### src/rtl/cache_line_fill_ctrl.sv
// Miss-service controller: optional write-back of a dirty 4-word victim line,
// then refill of the missing line from fixed-latency backing memory.
module cache_line_fill_ctrl #(
  parameter int ADDR_W      = 11,
  parameter int DATA_W      = 32,
  parameter int MEM_LATENCY = 2
) (
  input  logic              clk,
  input  logic              rst,
  input  logic              miss_req,
  input  logic [ADDR_W-1:0] miss_addr,
  input  logic              evict_dirty,
  input  logic [ADDR_W-1:0] evict_addr,
  input  logic [DATA_W-1:0] evict_rdata,
  output logic [1:0]        evict_idx,
  output logic              fill_we,
  output logic [1:0]        fill_idx,
  output logic [DATA_W-1:0] fill_wdata,
  output logic              busy,
  output logic              done,
  output logic [ADDR_W-1:0] mem_A,
  output logic [DATA_W-1:0] mem_WD,
  output logic              mem_WE,
  output logic              mem_RE,
  input  logic [DATA_W-1:0] mem_RD
);

  localparam int LAT_W = (MEM_LATENCY > 1) ? $clog2(MEM_LATENCY) : 1;
  localparam logic [ADDR_W-1:0] LINE_MASK = {{(ADDR_W-4){1'b1}}, 4'b0000};
  localparam logic [LAT_W-1:0]  LAT_LAST  = LAT_W'(MEM_LATENCY - 1);

  typedef enum logic [1:0] {S_IDLE, S_WB, S_FILL, S_DONE} state_t;

  state_t            r_state;
  state_t            w_state_next;
  logic [1:0]        r_idx;
  logic [LAT_W-1:0]  r_lat;
  logic [ADDR_W-1:0] r_fill_base;
  logic [ADDR_W-1:0] r_wb_base;
  logic              w_lat_last;
  logic [ADDR_W-1:0] w_word_off;

  assign w_lat_last = (r_lat == LAT_LAST);
  assign w_word_off = {{(ADDR_W-4){1'b0}}, r_idx, 2'b00};

  always_ff @(posedge clk or posedge rst) begin
    if (rst) begin
      r_state     <= S_IDLE;
      r_idx       <= 2'd0;
      r_lat       <= '0;
      r_fill_base <= '0;
      r_wb_base   <= '0;
    end else begin
      r_state <= w_state_next;
      case (r_state)
        S_IDLE: begin
          if (miss_req) begin
            r_fill_base <= miss_addr & LINE_MASK;
            r_wb_base   <= evict_addr & LINE_MASK;
            r_idx       <= 2'd0;
            r_lat       <= '0;
          end
        end
        // The 2-bit index wraps to 0 after word 3, ready for the fill phase.
        S_WB: r_idx <= r_idx + 2'd1;
        S_FILL: begin
          if (w_lat_last) begin
            r_lat <= '0;
            r_idx <= r_idx + 2'd1;
          end else begin
            r_lat <= r_lat + LAT_W'(1);
          end
        end
        default: ;
      endcase
    end
  end

  always_comb begin
    w_state_next = r_state;
    evict_idx    = 2'd0;
    fill_we      = 1'b0;
    fill_idx     = 2'd0;
    fill_wdata   = '0;
    busy         = 1'b0;
    done         = 1'b0;
    mem_A        = '0;
    mem_WD       = '0;
    mem_WE       = 1'b0;
    mem_RE       = 1'b0;
    case (r_state)
      S_IDLE: begin
        if (miss_req) w_state_next = evict_dirty ? S_WB : S_FILL;
      end
      S_WB: begin
        busy      = 1'b1;
        mem_WE    = 1'b1;
        mem_A     = r_wb_base + w_word_off;
        evict_idx = r_idx;
        mem_WD    = evict_rdata;
        if (r_idx == 2'd3) w_state_next = S_FILL;
      end
      S_FILL: begin
        busy   = 1'b1;
        mem_RE = 1'b1;
        mem_A  = r_fill_base + w_word_off;
        // Read data is only trusted once the address has been held for the full latency.
        if (w_lat_last) begin
          fill_we    = 1'b1;
          fill_idx   = r_idx;
          fill_wdata = mem_RD;
          if (r_idx == 2'd3) w_state_next = S_DONE;
        end
      end
      S_DONE: begin
        busy         = 1'b1;
        done         = 1'b1;
        w_state_next = S_IDLE;
      end
      default: w_state_next = S_IDLE;
    endcase
  end

endmodule

### config.mk
export PLATFORM = sky130hd
export DESIGN_NAME = cache_line_fill_ctrl
export DESIGN_NICKNAME = d
export VERILOG_FILES = /design/src/rtl/cache_line_fill_ctrl.sv
export SDC_FILE = /design/constraint.sdc
export NUM_CORES = 1
export LEC_CHECK = 0
export BUFFER_PORTS_ARGS = -buffer_cell sky130_fd_sc_hd__buf_2
export CAP_MARGIN = 10
export CORE_MARGIN = 3
export CORE_UTILIZATION = 35
export CTS_BUF_LIST = sky130_fd_sc_hd__clkbuf_16
export DETAILED_ROUTE_END_ITERATION = 7
export PLACE_DENSITY = 0.82
export RECOVER_POWER = 100
export SYNTH_ARGS = -nofsm -noshare
export SYNTH_HDL_FRONTEND = slang
export SYNTH_SLANG_ARGS = --single-unit
### constraint.sdc
create_clock -name clk -period 2.15 [get_ports clk]
set_input_delay 0.43 -clock clk [delete_from_list [all_inputs] [get_ports clk]]
set_output_delay 0.43 -clock clk [all_outputs]
set_load 0.02 [all_outputs]
After elaboration in Yosys (flattened, before gate mapping)
Cells that the tools add are included.

Register bits: 19. Input port bits: 90. Output and inout bits: 84. Word-level logic and storage cells: 50.

Add/subtract/negate cells: 4. Equal/unequal tests: 8. Mux-type cells: 25. Reduce and logical (&&, ||, !) cells: 8.

Operators with widths (count): $mux W32 (3); $add A11 B4 Y11 (2); $pmux W11 S2 (1); $mux W2 (10); $mux W1 (8); $ne A2 B2 Y1 const B (4); $pmux W2 S4 (1); $eq A2 B2 Y1 const B (3); $pmux W2 S3 (1); $reduce_and A2 Y1 (2); $reduce_and A4 Y1 (1); $reduce_and A3 Y1 (1); $reduce_bool A3 Y1 (1); $reduce_or A3 Y1 (1); $add A2 B1 Y2 const B (1); $eq A2 B1 Y1 const B (1); $logic_not A2 Y1 (1); $pmux W1 S2 (1); $reduce_bool A2 Y1 (1); $add A1 B1 Y1 const B (1).

Logic depth before layout (Yosys ltp)
Gate-level depths: netlist of run 1.

Word-level depth: 4. Gate-level depth with buffers: 6. Mapped depth without buffers: 5.

Least setup slack after synthesis of run 1
Ideal clock, no wire load.

Kind: register to output. Start: reg r_state[0]. End: out mem_A[2]. Arrival: 1587 ps. Required time: 1720 ps. Slack: 133 ps. Stages on the path, launching flop included: 7. Path buffers: 2. Path through: dfrtp_1 > inv_1 > ha_1 > buf_2 > buf_2 > o21ai_0 > nor2_1.

Word-level cells in the longest chain between the ends: 2. Elaborated cells on any way between the ends: 3. Classes of those cells: eq/ne: 2; mux: 1.

Ends and longest elaborated chain: from (decl) (RTL line 34) `state_t r_state;`; from (signal assigned) (RTL line 54) `r_state <= w_state_next;`; $eq A2 B2 Y1 / $eq A2 B1 Y1 (equally long branches) (RTL line 91) `case (r_state)`; $pmux W11 S2 (*) (RTL line 91); to (decl) (RTL line 21) `output logic [ADDR_W-1:0] mem_A,`.

Every way passes the cells marked *; elsewhere a longest branch is shown, timed or not.

Worst setup path in the final report of run 1
Start: reg r_state[0]. End: out mem_A[4].

The elaborated chain is that of the path after synthesis.

==> results of run 1 <==
[critical path: stages (launching register included)]
cell     delay, ps
dfrtp_1        440
inv_4          130
ha_4           170
buf_12         190
a22oi_1        110
nor2b_1        130
buf_2          180
[final cells by class]
type / count / area, um2 / share of cell area
sequential: 19 / 477 / 0.191
clock buffer: 3 / 75.1 / 0.0300
inverter: 6 / 25.0 / 0.0100
clock inverter: 1 / 3.75 / 0.00150
timing repair buffer: 167 / 887 / 0.355
multi-input combinational: 129 / 968 / 0.388
tap: 50 / 62.6 / 0.0250
[through the flow]
stage	utilization	worst slack [ps]	hold WS (ps)	instances	power [mW]
2_1_floorplan	-	133	381	171	2.33
3_3_place_gp	0.577	296	488	370	2.96
3_5_place_dp	0.577	247	498	370	3.02
4_1_cts	0.597	8.38	333	374	3.44
5_1_grt	0.603	-7.39	369	375	3.71
6_report	0.603	119	305	375	3.46
[synthesized netlist by cell type, drive strengths merged (4+ instances only)]
master	number
o21ai	4
ha	7
and3	34
a22oi	7
buf	7
mux2	14
clkbuf	10
inv	6
dfrtp	19
nand2	4
and2	35
nor2b	10
mux2i	5
[what timing repair did]
action	CTS	global route
gates resized for setup	2	8
cloned	0	1
pin swaps	0	0
setup endpoints to repair	3	8
buffers inserted	0	0
[state kept, by name (all words and copies together) (netlist names)]
register and flops:
r_fill_base 7, r_state 2, r_wb_base 7, r_lat 1, r_idx 2
[metal layers]
layer	vias to the layer above	part of all wire	wire [um]
li1	877	-	-
met1	782	0.40	2210
met2	76	0.52	2860
met3	2	0.085	475
met4	0	0.0014	8
met5	-	0	0
[where the power goes]
part           total, mW  leakage (nW)  switching [mW]  internal (mW)
combinational       2.40          1.32            1.40          0.999
sequential         0.683         0.226           0.138          0.545
clock              0.375        0.0423           0.128          0.247
[worst paths after layout]
path                                    start              to
worst min register to register   r_wb_base[5]    r_wb_base[5]
worst min-delay path                      rst  r_fill_base[5]
worst max register to register     r_state[0]  r_fill_base[9]
worst max-delay path               r_state[0]        mem_A[4]
max in group asynchronous                 rst      r_state[1]
min in group clk                evict_addr[7]    r_wb_base[7]
[logic make-up (layout without fill, tap and decap cells)]
logic type,count (synthesis),in the layout
AND/OR/NAND/NOR,89,89
buffers and inverters,23,177
multiplexers,19,19
flip-flops,19,19
AO/OA/AOI/OAI,12,12
adder cells (fa/ha/maj),7,7
other,1,2
==> results by group, run 1 <==
Route
  – DR vias: 1737
  – Vias per std cell: 4.63
  – DRT iter0 DRCs: 54
  – Routed WL: 5.56 mm
  – Routed length per instance: 14.8 um
  – 1st-pass router iterations: 4
  – Post-DRT Antenna Nets: 0
  – Final routed DRC violation total: 0

Yosys
  – EDFF count, synth: 0
  – Synth Flop Type: dfrtp_1
  – Mean post-synth cell area: 9.13 um2
  – Netlist cell types: 24
  – Asr flop ratio synth: 1.00
  – Synth Cell Area: 0.00155 mm2
  – Area share of the leading cell type in the synthesized netlist: 0.306
  – Largest family of logic cells by synthesized area: simple AND/OR/NAND/NOR gates
  – Largest cells by area after synthesis: dfrtp_1 31%, and2_1 14%, and3_1 14%
  – Synth Area in Compound Gates: 0.0516
  – Mapped Cells: 170
  – Sequential share of the synthesized area: 0.306
  – Post-synthesis adder-cell area fraction: 0.0564
  – Yosys Warn Count: 0
  – Multiplexer area fraction after synthesis: 0.156
  – #FFs+latches synth: 19
  – XOR/XNOR Fraction of Synth Area: 0
  – Area leader, netlist: dfrtp_1
  – Simple-gate share of the synthesized area: 0.355

Timing
  – Final setup viols: 0
  – Slew @ Worst Pin: 754 ps
  – Setup Skew: between 2 and 2.5 ps
  – Max Fclk: 0.492 GHz
  – Slew HR: 0.497
  – Count of pins over their slew limit: 0
  – Final period util: 0.945
  – Setup TNS: 0 ps
  – Min Tclk post-route: 2030 ps
  – Final hold violation count: 0

Place
  – Area after DPL: 0.00239 mm2
  – Gpl congestion: 0.749
  – Post-DP HPWL: 4.21 mm
  – Port-buffer cells: 163

Floorplan
  – Initial Utilization: 0.375
  – Die height: 72.6 um
  – Core area: 0.00414 mm2
  – Ports: about 170
  – Rows: 23
  – Die area: ~0.0053 mm2
  – Die width: 72.6 um

GRT
  – Gr busiest metal: met2
  – Met2 Usage GRT: 0.339
  – Largest net degree at the start of global routing: 45
  – Met1 Use GR: 0.226
  – Vias in the first global route: 1560
  – Met3 GRT Util: 0.0317
  – Total grt overflow: 0
  – Initial antenna violation count: 0
  – Gr usage total: 0.182
  – Global-route wire length before repair: ~7.7 mm

Clocking
  – Clock transition at path regs: 50 ps
  – Number of CTS-inserted buffers: 3
  – Hold_buf cts: 0
  – Clock Sinks: 19
  – CTS root buf: clkbuf_16
  – CTS tree: built
  – Clock tree buffer depth: 2
  – # H-tree levels: 1
  – Clk_lat worst skew: about 250 ps

Critical path
  – R2R Setup Slk: 440 ps
  – CP required: between 1500 and 2000 ps
  – Element type at the critical path start: flop
  – Critical Path Sink Type: output pin
  – WP data arrival: 1600 ps
  – R2R cell count: 4
  – CP Class: reg2out
  – Largest fanout on the critical path: 43

Cells and area
  – Filler Cells Inserted: 357
  – Share of cells above drive strength 1: 0.560
  – Final Cell Area: 0.00250 mm2
  – Commonest cells after routing, fill and taps aside: 162 x buf_2, 35 x and2_1, 34 x and3_1, 18 x dfrtp_1, 10 x nor2b_1
  – P&R area growth vs syn: 60.9%
  – N_diodes: 0
  – Leading cell type in the layout, fill and taps excluded: buf_2
  – Final #Nets: ~420

Job
  – Max cap viols: 0

Pwr
  – Static leakage: 1.58 nW
  – Power Density: ~1400 mW/mm2
  – Peak supply drop: 0.000825 V

Outcome
  – Status: finished, final reports clean

Min path
  – Tightest Hold Check Type: in2async
Power figures use the tool's default switching activity.
==> inputs of run 2 (changes only) <==
--- a/config.mk
+++ b/config.mk
@@ -8,10 +8,10 @@
 export BUFFER_PORTS_ARGS = -buffer_cell sky130_fd_sc_hd__buf_2
 export CAP_MARGIN = 10
 export CORE_MARGIN = 3
-export CORE_UTILIZATION = 35
+export CORE_UTILIZATION = 37
 export CTS_BUF_LIST = sky130_fd_sc_hd__clkbuf_16
 export DETAILED_ROUTE_END_ITERATION = 7
-export PLACE_DENSITY = 0.82
+export PLACE_DENSITY = 0.86
 export RECOVER_POWER = 100
 export SYNTH_ARGS = -nofsm -noshare
 export SYNTH_HDL_FRONTEND = slang
==> run 2 against run 1 <==
Effect of this change:
- routed wire length increased by 5.2%
- sequential share of layout area increased by 0.15 points
- global-route usage increased by 3.5 points
- sequential cell count unchanged
- core utilization increased by 3.9 points
==> results by group, run 2 (synthesis results as in run 1) <==
Floorplan
  – Rows: 22
  – Core area: 0.00385 mm2
  – Die height: 70.8 um
  – Die width: 70.8 um
  – Ports: between 150 and 200
  – Die area: 0.00501 mm2
  – Initial Utilization: 0.403

Critical path
  – R2R cell count: 6
  – RR Endpoint: r_idx[1]
  – Element type at the critical path start: flop
  – Cell family with most CP delay: buffers and inverters
  – Largest fanout on the critical path: 15
  – Worst path max stage delay: 420 ps
  – CP required: between 1500 and 2000 ps
  – CP max-delay cell: dfrtp_1
  – CP Class: reg2out
  – Crit path cell chain: inv_2 -> ha_2 -> buf_6 -> a22oi_2 -> nor2b_1 -> buf_2
  – Critical Path Sink Type: output pin
  – Buf+Inv Stages, Crit Path: 3
  – WP data arrival: 1660 ps
  – Reg2reg start: r_state[0]
  – R2R Setup Slk: 400 ps

Clocking
  – Clk_lat worst skew: roughly 260 ps
  – Clock transition at path regs: around 60 ps
  – CTS root buf: clkbuf_16
  – Clock Sinks: 19
  – # H-tree levels: 1
  – Number of CTS-inserted buffers: 3
  – CTS tree: built
  – Hold_buf cts: 0
  – Clock tree buffer depth: 2

Cells and area
  – Final #Nets: 424
  – P&R area growth vs syn: 59.2%
  – Cell Count, Final, Fillers Out: 374
  – Final Util: 0.642
  – Leading cell type in the layout, fill and taps excluded: buf_2
  – Commonest cells after routing, fill and taps aside: 162 x buf_2, 35 x and2_1, 34 x and3_1, 19 x dfrtp_1, 10 x nor2b_1
  – Top Registers: r_fill_base x7, r_wb_base x7
  – Share of cells above drive strength 1: 0.561
  – N_diodes: 0

Route
  – Vias per std cell: between 4 and 5
  – Routed wl met2: 3.04 mm
  – Routed length per instance: 15.6 um
  – Metal3 WL: 501 um
  – DR vias: 1766
  – 1st-pass router iterations: 4
  – Final routed DRC violation total: 0
  – DRT iter0 DRCs: 37
  – Post-DRT Antenna Nets: 0
  – Top Layer Used: met4
  – M1 wire length: 2.22 mm
  – Routed WL: a little under 6 mm

Timing
  – Slew @ Worst Pin: 760 ps
  – Min Tclk post-route: between 2000 and 2500 ps
  – Final setup viols: 0
  – Count of pins over their slew limit: 0
  – Final hold violation count: 0
  – Slew HR: 0.493
  – Setup TNS: 0 ps
  – Max Fclk: 0.479 GHz
  – Final period util: 0.972
  – Setup Skew: 3.70 ps
  – RSZ-0062 raised after global routing: false

GRT
  – Vias in the first global route: 1702
  – Largest net degree at the start of global routing: 35
  – Global-route wire length before repair: 8.65 mm
  – Gr usage total: 0.217
  – Total grt overflow: 0
  – Initial antenna violation count: 0

Outcome
  – Status: finished, final reports clean

Place
  – Port-buffer cells: 163
  – Post-DP HPWL: approximately 4.7 mm
  – Placed cell count: 370
  – Gpl congestion: roughly 0.85

Min path
  – Tightest Hold Check Type: in2async

Pwr
  – Peak supply drop: just over 0.001 V
  – Static leakage: 1.58 nW
  – Final Power: 3.46 mW
  – Power Density: 1400 mW/mm2

Job
  – Max cap viols: 0
[run 2: worst max path at each step]
stage / endpoint / cells after the start / start / slack [ps]
finish: mem_A[5] / 6 / r_state[0] / 60
detailed placement: mem_A[9] / 6 / r_state[1] / 260
global route: mem_A[5] / 6 / r_state[0] / 4
CTS: mem_A[3] / 5 / r_state[1] / 7
global placement: mem_A[7] / 6 / r_state[1] / 290
floorplan: mem_A[2] / 6 / r_state[0] / 130
[run 2: final cells by class]
type	count	area, um2
repair buffers	168	876
multi-input cells	129	958
inverters	6	22.5
clock buffers	3	75.1
fillers	349	1380
well taps	48	60.1
clock inverters	1	5.00
flip-flops and latches	19	475
[run 2: metal layers]
metal	up-vias	GRT usage
li1	873	-
met1	795	0.255
met2	89	0.403
met3	9	0.0384
met4	0	0.0564
met5	-	0
[run 2: repair_timing]
item	4_1_cts	5_1_grt
endpoints found under the setup margin	4	35
gates resized for setup	1	11
buffers inserted	0	0
[run 2: report_power, final]
| part | internal (mW) | leakage, nW | switching [mW] |
|---|---|---|---|
| registers | 0.544 | 0.227 | 0.143 |
| logic | 0.974 | 1.31 | 1.41 |
| clock network | 0.250 | 0.0409 | 0.142 |
| total | 1.77 | 1.58 | 1.69 |
[run 2: per-stage QoR]
stage | cell area (um2) | hold slack (ps) | worst slack, ps
after floorplan | 1560 | 381 | 133
after global placement | 2390 | 488 | 292
after detailed placement | 2390 | 499 | 259
after CTS | 2470 | 322 | 7.01
after global routing | 2470 | 355 | 4.45
final | 2470 | 300 | 60.3
==> inputs of run 3 (changes only) <==
--- a/config.mk
+++ b/config.mk
@@ -6,9 +6,10 @@
 export NUM_CORES = 1
 export LEC_CHECK = 0
 export BUFFER_PORTS_ARGS = -buffer_cell sky130_fd_sc_hd__buf_2
-export CAP_MARGIN = 10
+export CELL_PAD_IN_SITES_DETAIL_PLACEMENT = 1
+export CELL_PAD_IN_SITES_GLOBAL_PLACEMENT = 1
 export CORE_MARGIN = 3
-export CORE_UTILIZATION = 37
+export CORE_UTILIZATION = 24
 export CTS_BUF_LIST = sky130_fd_sc_hd__clkbuf_16
 export DETAILED_ROUTE_END_ITERATION = 7
 export PLACE_DENSITY = 0.86
==> run 3 against run 2 <==
Effect of this change:
- clock power is 3% lower
- final cell count is 7.8% higher
- setup slack better by 25 ps
- die area is 49% higher
- non-clock buffer count is 2 higher
- largest cell class unchanged
==> results by group, run 3 (synthesis results as in run 1) <==
Timing
  – Slew HR: 0.483
  – Setup Skew: 1.21 ps
  – Final hold violation count: 0
  – Final setup viols: 0
  – Post-route setup slack: 85.5 ps
  – Max Fclk: approximately 0.48 GHz
  – Count of pins over their slew limit: 0
  – Min Tclk post-route: 2060 ps
  – Hold_ws: 307 ps
  – Final period util: 0.960
  – Slew @ Worst Pin: ~770 ps

Place
  – Post-DP HPWL: 4.90 mm
  – Area after DPL: 0.00242 mm2
  – Port-buffer cells: 163
  – Gpl congestion: 0.744
  – Setup slack at placement: 244 ps

Min path
  – Tightest Hold Check Type: in2async

GRT
  – Global-route wire length before repair: 9.35 mm
  – Initial antenna violation count: 0
  – Vias in the first global route: 1838
  – Largest net degree at the start of global routing: 45
  – Gr usage total: 0.153
  – Total grt overflow: 0

Clocking
  – Clk_lat worst skew: 250 ps
  – Hold_buf cts: 0
  – CTS tree: built
  – # H-tree levels: 1
  – Clock Sinks: 19
  – Number of CTS-inserted buffers: 3
  – Clock tree buffer depth: 2
  – Clock transition at path regs: 50 ps
  – CTS root buf: clkbuf_16

Pwr
  – Power Density: around 1400 mW/mm2
  – Clock power share: 0.105
  – Switching share of power: 0.472
  – P_sw: approximately 1.7 mW
  – Internal: 1.90 mW
  – Final Power: between 3 and 4 mW
  – Static leakage: 1.64 nW
  – Peak supply drop: 0.000781 V
  – Sequential fraction of design power: 0.187
  – Combinational Power Share: 0.708

Critical path
  – R2R cell count: 5
  – CP Class: reg2out
  – R2R Setup Slk: between 200 and 250 ps
  – CP required: 1720 ps
  – RR Endpoint: r_fill_base[6]
  – WP data arrival: around 1600 ps
  – Largest fanout on the critical path: 11
  – Reg2reg start: r_state[0]
  – Element type at the critical path start: flop
  – Critical Path Sink Type: output pin

Cells and area
  – Share of cells above drive strength 1: 0.585
  – Filler Cells Inserted: 790
  – Commonest cells after routing, fill and taps aside: 162 x buf_2, 35 x and2_1, 34 x and3_1, 19 x dfrtp_1, 10 x nor2b_1
  – Final #Nets: 426
  – Leading cell type in the layout, fill and taps excluded: buf_2
  – N_diodes: 0
  – Final Cell Area: approximately 0.0026 mm2
  – Top Registers: r_fill_base x7, r_wb_base x7
  – Area of the multi-input gates: 985 um2
  – P&R area growth vs syn: 65.8%
  – Register area: 475 um2
  – Final Util: 0.422

Route
  – Routed WL: 6.24 mm
  – DRT iter0 DRCs: 33
  – Routed length per instance: 15.5 um
  – Post-DRT Antenna Nets: 0
  – DR vias: 1783
  – Vias per std cell: 4.42
  – 1st-pass router iterations: 4
  – Final routed DRC violation total: 0

Floorplan
  – Ports: 174
  – Rows: 28
  – Die area: around 0.0075 mm2
  – Initial Utilization: 0.255
  – Die width: 86.4 um
  – Core area: a little over 0.006 mm2
  – Die height: 86.4 um

Outcome
  – Status: finished, final reports clean

Job
  – Max cap viols: 0
-- run 3: changes by cell type in the layout (fill, tap and decap cells not counted) --
cell       before  now
mux2_4          0    9
buf_6           1    2
ha_2            1    0
mux2_1          9    0
clkbuf_16       3    4
ha_1            4    5
a22oi_2         1    0
buf_8           1    0
buf_12          1    2
a22oi_1         6    7
-- run 3: how the worst max path moves through the flow --
| stage | cells after the start | start | endpoint | slack [ps] |
|---|---|---|---|---|
| 6_report | 6 | r_state[0] | mem_A[8] | 90 |
| 5_1_grt | 5 | r_state[0] | fill_wdata[31] | -2 |
| 4_1_cts | 6 | r_state[1] | mem_A[8] | 9 |
| 3_5_place_dp | 5 | r_state[1] | mem_A[3] | 240 |
| 3_3_place_gp | 5 | r_state[0] | mem_A[3] | 300 |
| 2_1_floorplan | 6 | r_state[0] | mem_A[2] | 130 |
-- run 3: repair_timing --
action / in CTS / in global routing
buffers inserted: 0 / 2
endpoints found under the setup margin: 2 / 42
gates cloned: 0 / 1
gates resized for setup: 1 / 8
-- run 3: area by class of cell --
| class | instances | share of cell area |
|---|---|---|
| Sequential cell | 19 | 0.185 |
| Multi-Input combinational cell | 129 | 0.383 |
| Inverter | 6 | 0.00875 |
| Clock inverter | 1 | 0.00194 |
| Timing Repair Buffer | 170 | 0.356 |
| Tap cell | 75 | 0.0365 |
| Clock buffer | 3 | 0.0292 |
-- run 3: power by group through the flow --
stage	sequential, mW	combinational (mW)	clock (mW)
floorplan	0.627	1.70	0
global placement	0.651	2.34	0
detailed placement	0.668	2.41	0
CTS	0.666	2.42	0.392
global route	0.700	2.80	0.405
finish	0.672	2.55	0.379
-- run 3: worst max-delay path: stages, from the launching register on --
cell and delay [ps]:
dfrtp_1 430, inv_2 120, ha_1 220, buf_6 170, a22oi_1 80, nor2b_1 170
buf_2 190
-- run 3: metal layers --
metal / wire [um] / track usage
met5: 0 / 0
met2: 3290 / 0.297
met4: 25 / 0.0170
met3: 542 / 0.0257
met1: 2390 / 0.180
-- run 3: through the flow --
stage                     instances  TNS [ps]
after floorplan                 171         0
after global placement          396         0
after detailed placement        396         0
after CTS                       400         0
after global routing            403     -2.34
final                           403         0
